## src/rtl/ibutterfly2_pkg.sv

```systemverilog
`default_nettype none
// ============================================================================
//  Module      : ibutterfly2_pkg
//  Description : Shared constants and helpers for the inverse radix-2
//                butterfly: pipeline depth, product lane indices and
//                two's-complement saturation limits as functions of width.
//  Revision    : 1.0 - initial release
// ============================================================================
package ibutterfly2_pkg;

    // Input-to-output pipeline depth in clock cycles.
    localparam int LATENCY = 4;

    // Number of fixed-point multipliers and their lane assignment.
    localparam int c_num_mult = 4;
    localparam int c_p_rr     = 0;   // dr * wr
    localparam int c_p_ii     = 1;   // di * wi
    localparam int c_p_ir     = 2;   // di * wr
    localparam int c_p_ri     = 3;   // dr * wi

    // Largest positive value representable in an n-bit two's-complement word.
    function automatic int sat_max(input int n);
        return (1 << (n - 1)) - 1;
    endfunction

    // Most negative value representable in an n-bit two's-complement word.
    function automatic int sat_min(input int n);
        return -(1 << (n - 1));
    endfunction

endpackage
`default_nettype wire

```

## src/rtl/ibutterfly2_mult.sv

```systemverilog
`default_nettype none
// ============================================================================
//  Module      : ibutterfly2_mult
//  Description : Registered signed fixed-point multiplier.
//                C = (A * B) >>> Q, truncated to N bits, one cycle latency.
//  Revision    : 1.0 - initial release
// ============================================================================
module ibutterfly2_mult
    import ibutterfly2_pkg::*;
#(
    parameter int N = 16,
    parameter int Q = 15
) (
    input  logic         clk,
    input  logic         rst,
    input  logic [N-1:0] A,
    input  logic [N-1:0] B,
    output logic [N-1:0] C
);

    // Operands sign-extended to the full product width so the multiply
    // is exact before the fractional bits are dropped.
    logic signed [2*N-1:0] w_a;
    logic signed [2*N-1:0] w_b;
    logic signed [2*N-1:0] w_prod;

    assign w_a    = {{N{A[N-1]}}, A};
    assign w_b    = {{N{B[N-1]}}, B};
    assign w_prod = w_a * w_b;

    // Drop Q fractional bits (floor) and keep the low N bits (wraps, no saturation).
    always_ff @(posedge clk) begin
        if (rst) begin
            C <= '0;
        end else begin
            C <= N'(w_prod >>> Q);
        end
    end

endmodule
`default_nettype wire

```

## src/rtl/ibutterfly2.sv

```systemverilog
`default_nettype none
// ============================================================================
//  Module      : ibutterfly2
//  Description : Inverse-direction radix-2 DIF butterfly with conjugate
//                twiddle. X0 = sat(scl(a+b)), X1 = sat(scl(a-b)) * conj(W).
//                Four-stage pipeline, one sample per cycle, valid tracking
//                and a sticky saturation flag.
//  Revision    : 1.0 - initial release
// ============================================================================
module ibutterfly2
    import ibutterfly2_pkg::*;
#(
    parameter int N = 16,
    parameter int Q = 15
) (
    input  logic         clk,
    input  logic         rst,
    input  logic         in_valid,
    input  logic [N-1:0] in0_r,
    input  logic [N-1:0] in0_i,
    input  logic [N-1:0] in1_r,
    input  logic [N-1:0] in1_i,
    input  logic [N-1:0] twiddle_r,
    input  logic [N-1:0] twiddle_i,
    input  logic         scale,
    input  logic         ovf_clr,
    output logic         out_valid,
    output logic [N-1:0] out0_r,
    output logic [N-1:0] out0_i,
    output logic [N-1:0] out1_r,
    output logic [N-1:0] out1_i,
    output logic         ovf
);

    // ------------------------------------------------------------------
    // Saturation limits at output width and at the widened compare width
    // ------------------------------------------------------------------
    localparam logic [N-1:0]        c_sat_max = N'(sat_max(N));
    localparam logic [N-1:0]        c_sat_min = N'(sat_min(N));
    localparam logic signed [N+1:0] c_lim_hi  = (N+2)'(sat_max(N));
    localparam logic signed [N+1:0] c_lim_lo  = (N+2)'(sat_min(N));

    // Clamp an (N+2)-bit signed value to N bits; MSB of result flags a clamp.
    function automatic logic [N:0] sat_n(input logic [N+1:0] x);
        if ($signed(x) > c_lim_hi) begin
            return {1'b1, c_sat_max};
        end else if ($signed(x) < c_lim_lo) begin
            return {1'b1, c_sat_min};
        end
        return {1'b0, x[N-1:0]};
    endfunction

    // Optional halving with round-half-up, evaluated one bit wider so x+1
    // cannot wrap. After halving the value always fits N bits.
    function automatic logic [N+1:0] scl(input logic [N:0] x, input logic en);
        logic [N+1:0] w_ext;
        w_ext = {x[N], x};
        if (en) begin
            return $signed(w_ext + (N+2)'(1)) >>> 1;
        end
        return w_ext;
    endfunction

    // ------------------------------------------------------------------
    // Declarations
    // ------------------------------------------------------------------
    logic [LATENCY-1:0] r_vld;      // [0]=S1 [1]=S2 [2]=S3 [3]=output

    logic [N:0]   w_sum_r, w_sum_i, w_dif_r, w_dif_i;

    logic [N:0]   r_s1_sum_r, r_s1_sum_i, r_s1_dif_r, r_s1_dif_i;
    logic         r_s1_scale;
    logic [N-1:0] r_s1_w_r, r_s1_w_i;

    logic [N:0]   w_s2_x0_r, w_s2_x0_i, w_s2_d_r, w_s2_d_i;
    logic         w_s2_sat;

    logic [N-1:0] r_s2_x0_r, r_s2_x0_i, r_s2_d_r, r_s2_d_i;
    logic [N-1:0] r_s2_w_r, r_s2_w_i;

    logic [N-1:0] w_mul_a [c_num_mult];
    logic [N-1:0] w_mul_b [c_num_mult];
    logic [N-1:0] w_mul_p [c_num_mult];

    logic [N-1:0] r_s3_x0_r, r_s3_x0_i;

    logic [N+1:0] w_s4_re_sum, w_s4_im_sum;
    logic [N:0]   w_s4_re, w_s4_im;
    logic         w_s4_sat;

    // ------------------------------------------------------------------
    // Stage 1: sum and difference at N+1 bits, capture scale and twiddle
    // ------------------------------------------------------------------
    assign w_sum_r = {in0_r[N-1], in0_r} + {in1_r[N-1], in1_r};
    assign w_sum_i = {in0_i[N-1], in0_i} + {in1_i[N-1], in1_i};
    assign w_dif_r = {in0_r[N-1], in0_r} - {in1_r[N-1], in1_r};
    assign w_dif_i = {in0_i[N-1], in0_i} - {in1_i[N-1], in1_i};

    // Valid shift register; reset flushes everything in flight.
    always_ff @(posedge clk) begin
        if (rst) begin
            r_vld <= '0;
        end else begin
            r_vld <= {r_vld[LATENCY-2:0], in_valid};
        end
    end

    // Stage 1 data registers load only on an accepted sample.
    always_ff @(posedge clk) begin
        if (rst) begin
            r_s1_sum_r <= '0;
            r_s1_sum_i <= '0;
            r_s1_dif_r <= '0;
            r_s1_dif_i <= '0;
            r_s1_scale <= 1'b0;
            r_s1_w_r   <= '0;
            r_s1_w_i   <= '0;
        end else if (in_valid) begin
            r_s1_sum_r <= w_sum_r;
            r_s1_sum_i <= w_sum_i;
            r_s1_dif_r <= w_dif_r;
            r_s1_dif_i <= w_dif_i;
            r_s1_scale <= scale;
            r_s1_w_r   <= twiddle_r;
            r_s1_w_i   <= twiddle_i;
        end
    end

    // ------------------------------------------------------------------
    // Stage 2: scale and saturate to N bits
    // ------------------------------------------------------------------
    // Scale/saturate the four stage-1 values and flag any clamp on a valid sample.
    always_comb begin
        w_s2_x0_r = sat_n(scl(r_s1_sum_r, r_s1_scale));
        w_s2_x0_i = sat_n(scl(r_s1_sum_i, r_s1_scale));
        w_s2_d_r  = sat_n(scl(r_s1_dif_r, r_s1_scale));
        w_s2_d_i  = sat_n(scl(r_s1_dif_i, r_s1_scale));
        w_s2_sat  = r_vld[0] & (w_s2_x0_r[N] | w_s2_x0_i[N] | w_s2_d_r[N] | w_s2_d_i[N]);
    end

    // Stage 2 registers: saturated X0 and difference, twiddle carried along.
    always_ff @(posedge clk) begin
        if (rst) begin
            r_s2_x0_r <= '0;
            r_s2_x0_i <= '0;
            r_s2_d_r  <= '0;
            r_s2_d_i  <= '0;
            r_s2_w_r  <= '0;
            r_s2_w_i  <= '0;
        end else if (r_vld[0]) begin
            r_s2_x0_r <= w_s2_x0_r[N-1:0];
            r_s2_x0_i <= w_s2_x0_i[N-1:0];
            r_s2_d_r  <= w_s2_d_r[N-1:0];
            r_s2_d_i  <= w_s2_d_i[N-1:0];
            r_s2_w_r  <= r_s1_w_r;
            r_s2_w_i  <= r_s1_w_i;
        end
    end

    // ------------------------------------------------------------------
    // Stage 3: four registered products for d * conj(W)
    // ------------------------------------------------------------------
    assign w_mul_a[c_p_rr] = r_s2_d_r;
    assign w_mul_b[c_p_rr] = r_s2_w_r;
    assign w_mul_a[c_p_ii] = r_s2_d_i;
    assign w_mul_b[c_p_ii] = r_s2_w_i;
    assign w_mul_a[c_p_ir] = r_s2_d_i;
    assign w_mul_b[c_p_ir] = r_s2_w_r;
    assign w_mul_a[c_p_ri] = r_s2_d_r;
    assign w_mul_b[c_p_ri] = r_s2_w_i;

    for (genvar g = 0; g < c_num_mult; g++) begin : g_mult
        ibutterfly2_mult #(
            .N (N),
            .Q (Q)
        ) u_mult (
            .clk (clk),
            .rst (rst),
            .A   (w_mul_a[g]),
            .B   (w_mul_b[g]),
            .C   (w_mul_p[g])
        );
    end

    // X0 delayed alongside the multiplier stage.
    always_ff @(posedge clk) begin
        if (rst) begin
            r_s3_x0_r <= '0;
            r_s3_x0_i <= '0;
        end else if (r_vld[1]) begin
            r_s3_x0_r <= r_s2_x0_r;
            r_s3_x0_i <= r_s2_x0_i;
        end
    end

    // ------------------------------------------------------------------
    // Stage 4: conjugate combine, saturate, register outputs
    // ------------------------------------------------------------------
    // re = dr*wr + di*wi, im = di*wr - dr*wi, then clamp to N bits.
    always_comb begin
        w_s4_re_sum = {{2{w_mul_p[c_p_rr][N-1]}}, w_mul_p[c_p_rr]}
                    + {{2{w_mul_p[c_p_ii][N-1]}}, w_mul_p[c_p_ii]};
        w_s4_im_sum = {{2{w_mul_p[c_p_ir][N-1]}}, w_mul_p[c_p_ir]}
                    - {{2{w_mul_p[c_p_ri][N-1]}}, w_mul_p[c_p_ri]};
        w_s4_re     = sat_n(w_s4_re_sum);
        w_s4_im     = sat_n(w_s4_im_sum);
        w_s4_sat    = r_vld[2] & (w_s4_re[N] | w_s4_im[N]);
    end

    // Output registers hold their last value between valid samples.
    always_ff @(posedge clk) begin
        if (rst) begin
            out0_r <= '0;
            out0_i <= '0;
            out1_r <= '0;
            out1_i <= '0;
        end else if (r_vld[2]) begin
            out0_r <= r_s3_x0_r;
            out0_i <= r_s3_x0_i;
            out1_r <= w_s4_re[N-1:0];
            out1_i <= w_s4_im[N-1:0];
        end
    end

    assign out_valid = r_vld[LATENCY-1];

    // Sticky overflow: a new clamp takes priority over a clear request.
    always_ff @(posedge clk) begin
        if (rst) begin
            ovf <= 1'b0;
        end else if (w_s2_sat | w_s4_sat) begin
            ovf <= 1'b1;
        end else if (ovf_clr) begin
            ovf <= 1'b0;
        end
    end

endmodule
`default_nettype wire
```

## config.mk

```make
export PLATFORM = sky130hd
export DESIGN_NAME = ibutterfly2
export DESIGN_NICKNAME = d
export VERILOG_FILES = /design/src/rtl/ibutterfly2_pkg.sv /design/src/rtl/ibutterfly2_mult.sv /design/src/rtl/ibutterfly2.sv
export SDC_FILE = /design/constraint.sdc
export NUM_CORES = 2
export LEC_CHECK = 0
export ABC_AREA = 1
export CORE_MARGIN = 1.5
export CORE_UTILIZATION = 55
export CTS_CLUSTER_DIAMETER = 100
export DETAILED_ROUTE_END_ITERATION = 12
export HOLD_SLACK_MARGIN = 0.12
export PLACE_DENSITY = 0.72
export SLEW_MARGIN = 25
export SYNTH_ARGS = -nofsm -noshare
export SYNTH_HDL_FRONTEND = slang
export SYNTH_HIERARCHICAL = 1
export SYNTH_SLANG_ARGS = --single-unit
```

## constraint.sdc

```tcl
create_clock -name clk -period 7.3 [get_ports clk]
set_clock_uncertainty 0.05 [all_clocks]
set_input_delay 1.46 -clock clk [delete_from_list [all_inputs] [get_ports clk]]
set_output_delay 1.46 -clock clk [all_outputs]
set_load 0.02 [all_outputs]
```

### Word-level counts from Yosys, hierarchy flattened

Cells that the tools add are included.

* input bits: 101
* flip-flop bits (word level): 362
* logic and storage cells: 100
* output and inout port bits: 66

* mux-type cells: 41
* bitwise logic cells: 7
* add/subtract/negate cells: 10
* multipliers: 4
* order comparisons: 12
* reductions and logical operators: 1

Operators by type and width (count)
* $mux W17: 18
* $mux W18: 8
* $mul A16 B16 Y31: 4
* $add A17 B2 Y18 const B: 4
* $gt A18 B16 Y1 const B: 4
* $lt A18 B16 Y1 const B: 4
* $add A16 B16 Y17: 3
* $sub A16 B16 Y17: 3
* $gt A17 B16 Y1 const B: 2
* $lt A17 B16 Y1 const B: 2
* $mux W1: 15
* $or A1 B1 Y1: 5
* $and A1 B1 Y1: 2
* $reduce_bool A2 Y1: 1

### Depth between registers and ports, before layout

* word-level depth: 13
* depth in mapped cells: 28
* depth with buffers taken out: 26

### By module

The synthesis kept the hierarchy.

By module, submodules not included
* ibutterfly2_mult (g_mult[1].u_mult ...): cells each 1447, seq. area each 320.3 µm², times used 2, area each 10745.3 µm²
* ibutterfly2: cells each 2635, seq. area each 5925.7 µm², times used 1, area each 17648.2 µm²
* ibutterfly2_mult (g_mult[0].u_mult): cells each 1487, seq. area each 320.3 µm², times used 1, area each 10928.0 µm²
* ibutterfly2_mult (g_mult[3].u_mult): cells each 1446, seq. area each 320.3 µm², times used 1, area each 10719.0 µm²

### Worst setup path after synthesis

Ideal clock, no wire load.

* path type: register to register
* start point: register r_s2_d_r[15]
* end point: register g_mult[0].u_mult.C[13]
* buffers on the path: 1
* stages on the path, launching flop included: 23
* required time: 7135 ps
* slack: 1535 ps
* library setup time: 115 ps
* clock period less this slack: 5765 ps
* data arrival time: 5600 ps
* cells stage by stage: dfxtp_1 clkbuf_1 nand2_1 inv_1 fa_1 inv_1 fa_1 inv_1 fa_1 fa_1 fa_1 inv_1 fa_1 inv_1 ha_1 nand2_1 nor2_2 inv_2 nor3_2 nand2_1 o21bai_1 a21oi_1 nor2_1

* longest elaborated chain between the ends: 1

Ends and longest elaborated chain
* from (decl): RTL line ibutterfly2.sv:78 `logic [N-1:0] r_s2_x0_r, r_s2_x0_i, r_s2_d_r, r_s2_d_i;`
* from (signal assigned): RTL line ibutterfly2.sv:153 `r_s2_d_r <= w_s2_d_r[N-1:0];`
* $mul A16 B16 Y31: RTL line ibutterfly2_mult.sv:29 `assign w_prod = w_a * w_b;`
* to (signal assigned): RTL line ibutterfly2_mult.sv:36 `C <= N'(w_prod >>> Q);`
* to (decl): RTL line ibutterfly2_mult.sv:18 `output logic [N-1:0] C`

Every way passes these cells.
A chain may end at the register's enable or synchronous reset.

### Final worst setup path

* start point: register r_s2_d_i[15]
* end point: register g_mult[1].u_mult.C[13]

* longest elaborated chain between the ends: 1

Ends and longest elaborated chain
* from (decl): RTL line ibutterfly2.sv:78
* from (signal assigned): RTL line ibutterfly2.sv:154 `r_s2_d_i <= w_s2_d_i[N-1:0];`
* $mul A16 B16 Y31: RTL line ibutterfly2_mult.sv:29
* to (signal assigned): RTL line ibutterfly2_mult.sv:36
* to (decl): RTL line ibutterfly2_mult.sv:18

Every way passes these cells.

==> flow_results.xml <==
<?xml version="1.0" encoding="UTF-8"?>
<metrics>
  <group name="run_status">
    <metric name="result_of_the_run" unit="">complete, no violations</metric>
  </group>
  <group name="sta">
    <metric name="timing.final.hold_violations" unit="">0</metric>
    <metric name="slew-limit-headroom" unit="%">23.7</metric>
    <metric name="setup_violations" unit="">0</metric>
    <metric name="hold_slack" unit="ns">0.432</metric>
    <metric name="slew_violations" unit="">0</metric>
    <metric name="tightestPinTransition" unit="ns">1.14</metric>
    <metric name="fmax" unit="MHz">153</metric>
    <metric name="min_period" unit="ns">6.55</metric>
    <metric name="final_min_period_over_clock_period" unit="%">89.7</metric>
    <metric name="fin_tns_setup" unit="ns">0</metric>
    <metric name="rsz0062_at_grt" unit="">no</metric>
    <metric name="final_setup_margin" unit="ns">0.755</metric>
  </group>
  <group name="synth">
    <metric name="yosys_warnings" unit="">6</metric>
    <metric name="most_used_flip_flop_cell_after_synthesis" unit="">sky130_fd_sc_hd__dfxtp_1</metric>
    <metric name="syn-instance-count" unit="">8462</metric>
    <metric name="number_of_flops_mapped_to_enable_cells_by_yosys" unit="">0</metric>
    <metric name="syn_area" unit="mm²">0.0608</metric>
    <metric name="synth_cell_types" unit="">56</metric>
    <metric name="syn_nets" unit="">9997</metric>
    <metric name="synth.yosys.seq_area_share" unit="%">11.9</metric>
    <metric name="synthArstFlopShare" unit="%">0</metric>
    <metric name="avgSynthCellArea" unit="µm²">7.18</metric>
    <metric name="postSynthRegisterBits" unit="">360</metric>
  </group>
  <group name="cts">
    <metric name="ctsHtreeMaxLevel" unit="">2</metric>
    <metric name="clock_tree_buf_depth" unit="">3</metric>
    <metric name="cts-resized-gates" unit="">0</metric>
    <metric name="tritoncts.num_buffers" unit="">45</metric>
    <metric name="cts_sinks" unit="">360</metric>
    <metric name="cts_post_setup_buffers_inserted" unit="">0</metric>
    <metric name="cts.reportedPaths.clkPinSlew" unit="ns">0.06</metric>
    <metric name="cts_tree" unit="">yes</metric>
    <metric name="cts-root-buf" unit="">sky130_fd_sc_hd__clkbuf_16</metric>
    <metric name="worst_skew_late_latency" unit="ns">0.64</metric>
    <metric name="ctsHoldBuffers" unit="">0</metric>
  </group>
  <group name="critical_path">
    <metric name="worstSetupPathType" unit="">flip-flop to flip-flop</metric>
    <metric name="worst_setup_path_end_kind" unit="">flip-flop</metric>
    <metric name="crit_required" unit="ns">7.79</metric>
    <metric name="cp.arrival" unit="ns">7.03</metric>
    <metric name="critPathLaunchType" unit="">flip-flop</metric>
    <metric name="cp_max_fo" unit="">22</metric>
  </group>
  <group name="global_routing">
    <metric name="antenna_found_initial" unit="">1</metric>
    <metric name="total_global_routing_track_utilization" unit="%">30.0</metric>
    <metric name="grt_first_pass_wirelength" unit="µm">271000</metric>
    <metric name="maximum_number_of_pins_on_one_net_before_global_route_repair" unit="">115</metric>
    <metric name="via_count_of_the_first_global_routing_pass" unit="">52300</metric>
    <metric name="global_route.overflow_total" unit="">0</metric>
  </group>
  <group name="power">
    <metric name="power.density" unit="mW/mm²">145</metric>
    <metric name="power.ir.vdd_worst" unit="mV">0.211</metric>
    <metric name="fin_total_pwr" unit="mW">9.48</metric>
    <metric name="power.static_leakage" unit="nW">37.3</metric>
  </group>
  <group name="floorplan">
    <metric name="width_of_the_die" unit="µm">335</metric>
    <metric name="die_area" unit="mm²">0.113</metric>
    <metric name="floorplan.io_pins" unit="">167</metric>
    <metric name="placementRows" unit="">121</metric>
    <metric name="design.core.area" unit="mm²">0.109</metric>
    <metric name="floorplan.initialDensity" unit="%">55.7</metric>
    <metric name="die-height" unit="µm">335</metric>
  </group>
  <group name="detailed_routing">
    <metric name="totalWireLength" unit="µm">164000</metric>
    <metric name="vias_per_cell" unit="">5.15</metric>
    <metric name="vias" unit="">51200</metric>
    <metric name="post_drt_wl_per_cell" unit="µm">16.5</metric>
    <metric name="drt_first_iter_violations" unit="">3955</metric>
    <metric name="dr.pass1.iters" unit="">6</metric>
    <metric name="drcViolationCount" unit="">0</metric>
    <metric name="postRouteAntennaNets" unit="">0</metric>
  </group>
  <group name="final_layout">
    <metric name="finalNetCount" unit="">9975</metric>
    <metric name="diodes" unit="">0</metric>
    <metric name="stdcell_area" unit="mm²">0.0653</metric>
    <metric name="largest_register_ff_count" unit="">64</metric>
    <metric name="regMostFlops" unit="">g_mult.u_mult/C</metric>
    <metric name="fin_cells" unit="">9952</metric>
    <metric name="syn_to_final_growth" unit="%">7.51</metric>
    <metric name="layout_top_registers" unit="">g_mult.u_mult/C: 64 flops, r_s1_dif_i: 17 flops, r_s1_dif_r: 17 flops</metric>
    <metric name="layout.area.seq" unit="mm²">0.00721</metric>
    <metric name="post_route_utilization" unit="%">59.9</metric>
    <metric name="most-common-layout-cells" unit="">2196 x sky130_fd_sc_hd__inv_1, 2002 x sky130_fd_sc_hd__nand2_1, 1026 x sky130_fd_sc_hd__fa_1</metric>
    <metric name="final_common_cell" unit="">sky130_fd_sc_hd__inv_1</metric>
    <metric name="filler_cell_count" unit="">10100</metric>
    <metric name="multiInputGateArea" unit="mm²">0.0437</metric>
    <metric name="final_layout_size_suffix_gt1_share" unit="%">4.09</metric>
  </group>
  <group name="placed_design">
    <metric name="pre_cts_ws" unit="ns">0.778</metric>
    <metric name="place_inst" unit="">9869</metric>
    <metric name="place.port_buffers" unit="">166</metric>
    <metric name="place.detailed.hpwl" unit="µm">134000</metric>
    <metric name="place_area" unit="mm²">0.0638</metric>
    <metric name="place.gp.congestion" unit="">0.928</metric>
  </group>
  <group name="flow_run">
    <metric name="drv.max_cap_violation_count" unit="">0</metric>
  </group>
  <group name="hold_path">
    <metric name="worst_hold_path_type" unit="">flip-flop to flip-flop</metric>
  </group>
</metrics>
==> where the power goes <==
group | switching [mW] | internal (mW) | leakage, nW | total (mW)
Clock | 1.00 | 1.34 | 0.745 | 2.35
Sequential | 0.281 | 2.19 | 2.97 | 2.47
Combinational | 3.01 | 1.65 | 33.6 | 4.66
Total | 4.30 | 5.18 | 37.3 | 9.48
==> synthesized netlist by cell type (39+ instances only) <==
library cell,instances,area (µm²)
sky130_fd_sc_hd__nand4_1,39,244
sky130_fd_sc_hd__clkbuf_1,295,1110
sky130_fd_sc_hd__nand3_1,188,941
sky130_fd_sc_hd__inv_1,2198,8250
sky130_fd_sc_hd__o21ai_0,375,1880
sky130_fd_sc_hd__xor2_1,61,534
sky130_fd_sc_hd__fa_1,1026,20500
sky130_fd_sc_hd__a21oi_1,384,1920
sky130_fd_sc_hd__nand2_1,2002,7510
sky130_fd_sc_hd__ha_1,408,5100
sky130_fd_sc_hd__dfxtp_1,360,7210
sky130_fd_sc_hd__nor2_1,672,2520
sky130_fd_sc_hd__nor3_1,48,240
==> cell families after synthesis <==
logic type	synth area share (%)
AOI/OAI and AO/OA	8.19
DFF	11.9
buffers and inverters	16.2
xor gates and xnor gates	1.24
adders and majority gates	42.2
and+or+nand+nor	20.3
==> worst paths after layout <==
check	from	to	slack, ns	cells after the start
worst max-delay path	r_s2_d_i[15]	g_mult[1].u_mult/C[13]	0.75	22
worst min-delay path	r_s1_w_i[13]	r_s2_w_i[13]	0.43	2
worst max register to register	r_s2_d_i[15]	g_mult[1].u_mult/C[13]	0.75	22
worst min register to register	r_s1_w_i[13]	r_s2_w_i[13]	0.43	2
==> worst max-delay path: stages, from the launching register on <==
cell and delay [ns]:
sky130_fd_sc_hd__dfxtp_1 0.62, sky130_fd_sc_hd__nand2_1 0.27, sky130_fd_sc_hd__inv_1 0.11, sky130_fd_sc_hd__fa_1 0.73, sky130_fd_sc_hd__inv_1 0.11, sky130_fd_sc_hd__fa_1 0.81, sky130_fd_sc_hd__inv_1 0.23, sky130_fd_sc_hd__fa_1 0.51
sky130_fd_sc_hd__fa_1 0.50, sky130_fd_sc_hd__fa_1 0.49, sky130_fd_sc_hd__inv_1 0.05, sky130_fd_sc_hd__fa_1 0.47, sky130_fd_sc_hd__inv_1 0.04, sky130_fd_sc_hd__ha_1 0.37, sky130_fd_sc_hd__nand2_1 0.11, sky130_fd_sc_hd__inv_2 0.07
sky130_fd_sc_hd__nand2_1 0.12, sky130_fd_sc_hd__nor3_2 0.22, sky130_fd_sc_hd__nand2_1 0.09, sky130_fd_sc_hd__o21bai_1 0.21, sky130_fd_sc_hd__nand3_1 0.09, sky130_fd_sc_hd__nand2_1 0.05, sky130_fd_sc_hd__nor2_1 0.14
==> final cells by class <==
class                      instances  area share, %
tap                             1476           2.83
clock inverter                    26          0.502
sequential                       360           11.0
timing repair buffer             289           4.06
multi-input combinational       5516           66.9
inverter                        2228           12.8
clock buffer                      57           1.85
==> layer usage <==
layer | global-route usage [%] | part of all wire (%) | routed length, µm
met4 | 10.0 | 3.5 | 5740
met1 | 41.2 | 43 | 71400
met2 | 48.9 | 46 | 75400
met5 | 0 | 0 | 0
met3 | 4.15 | 7.1 | 11800
(Power assumes the default switching activity.)
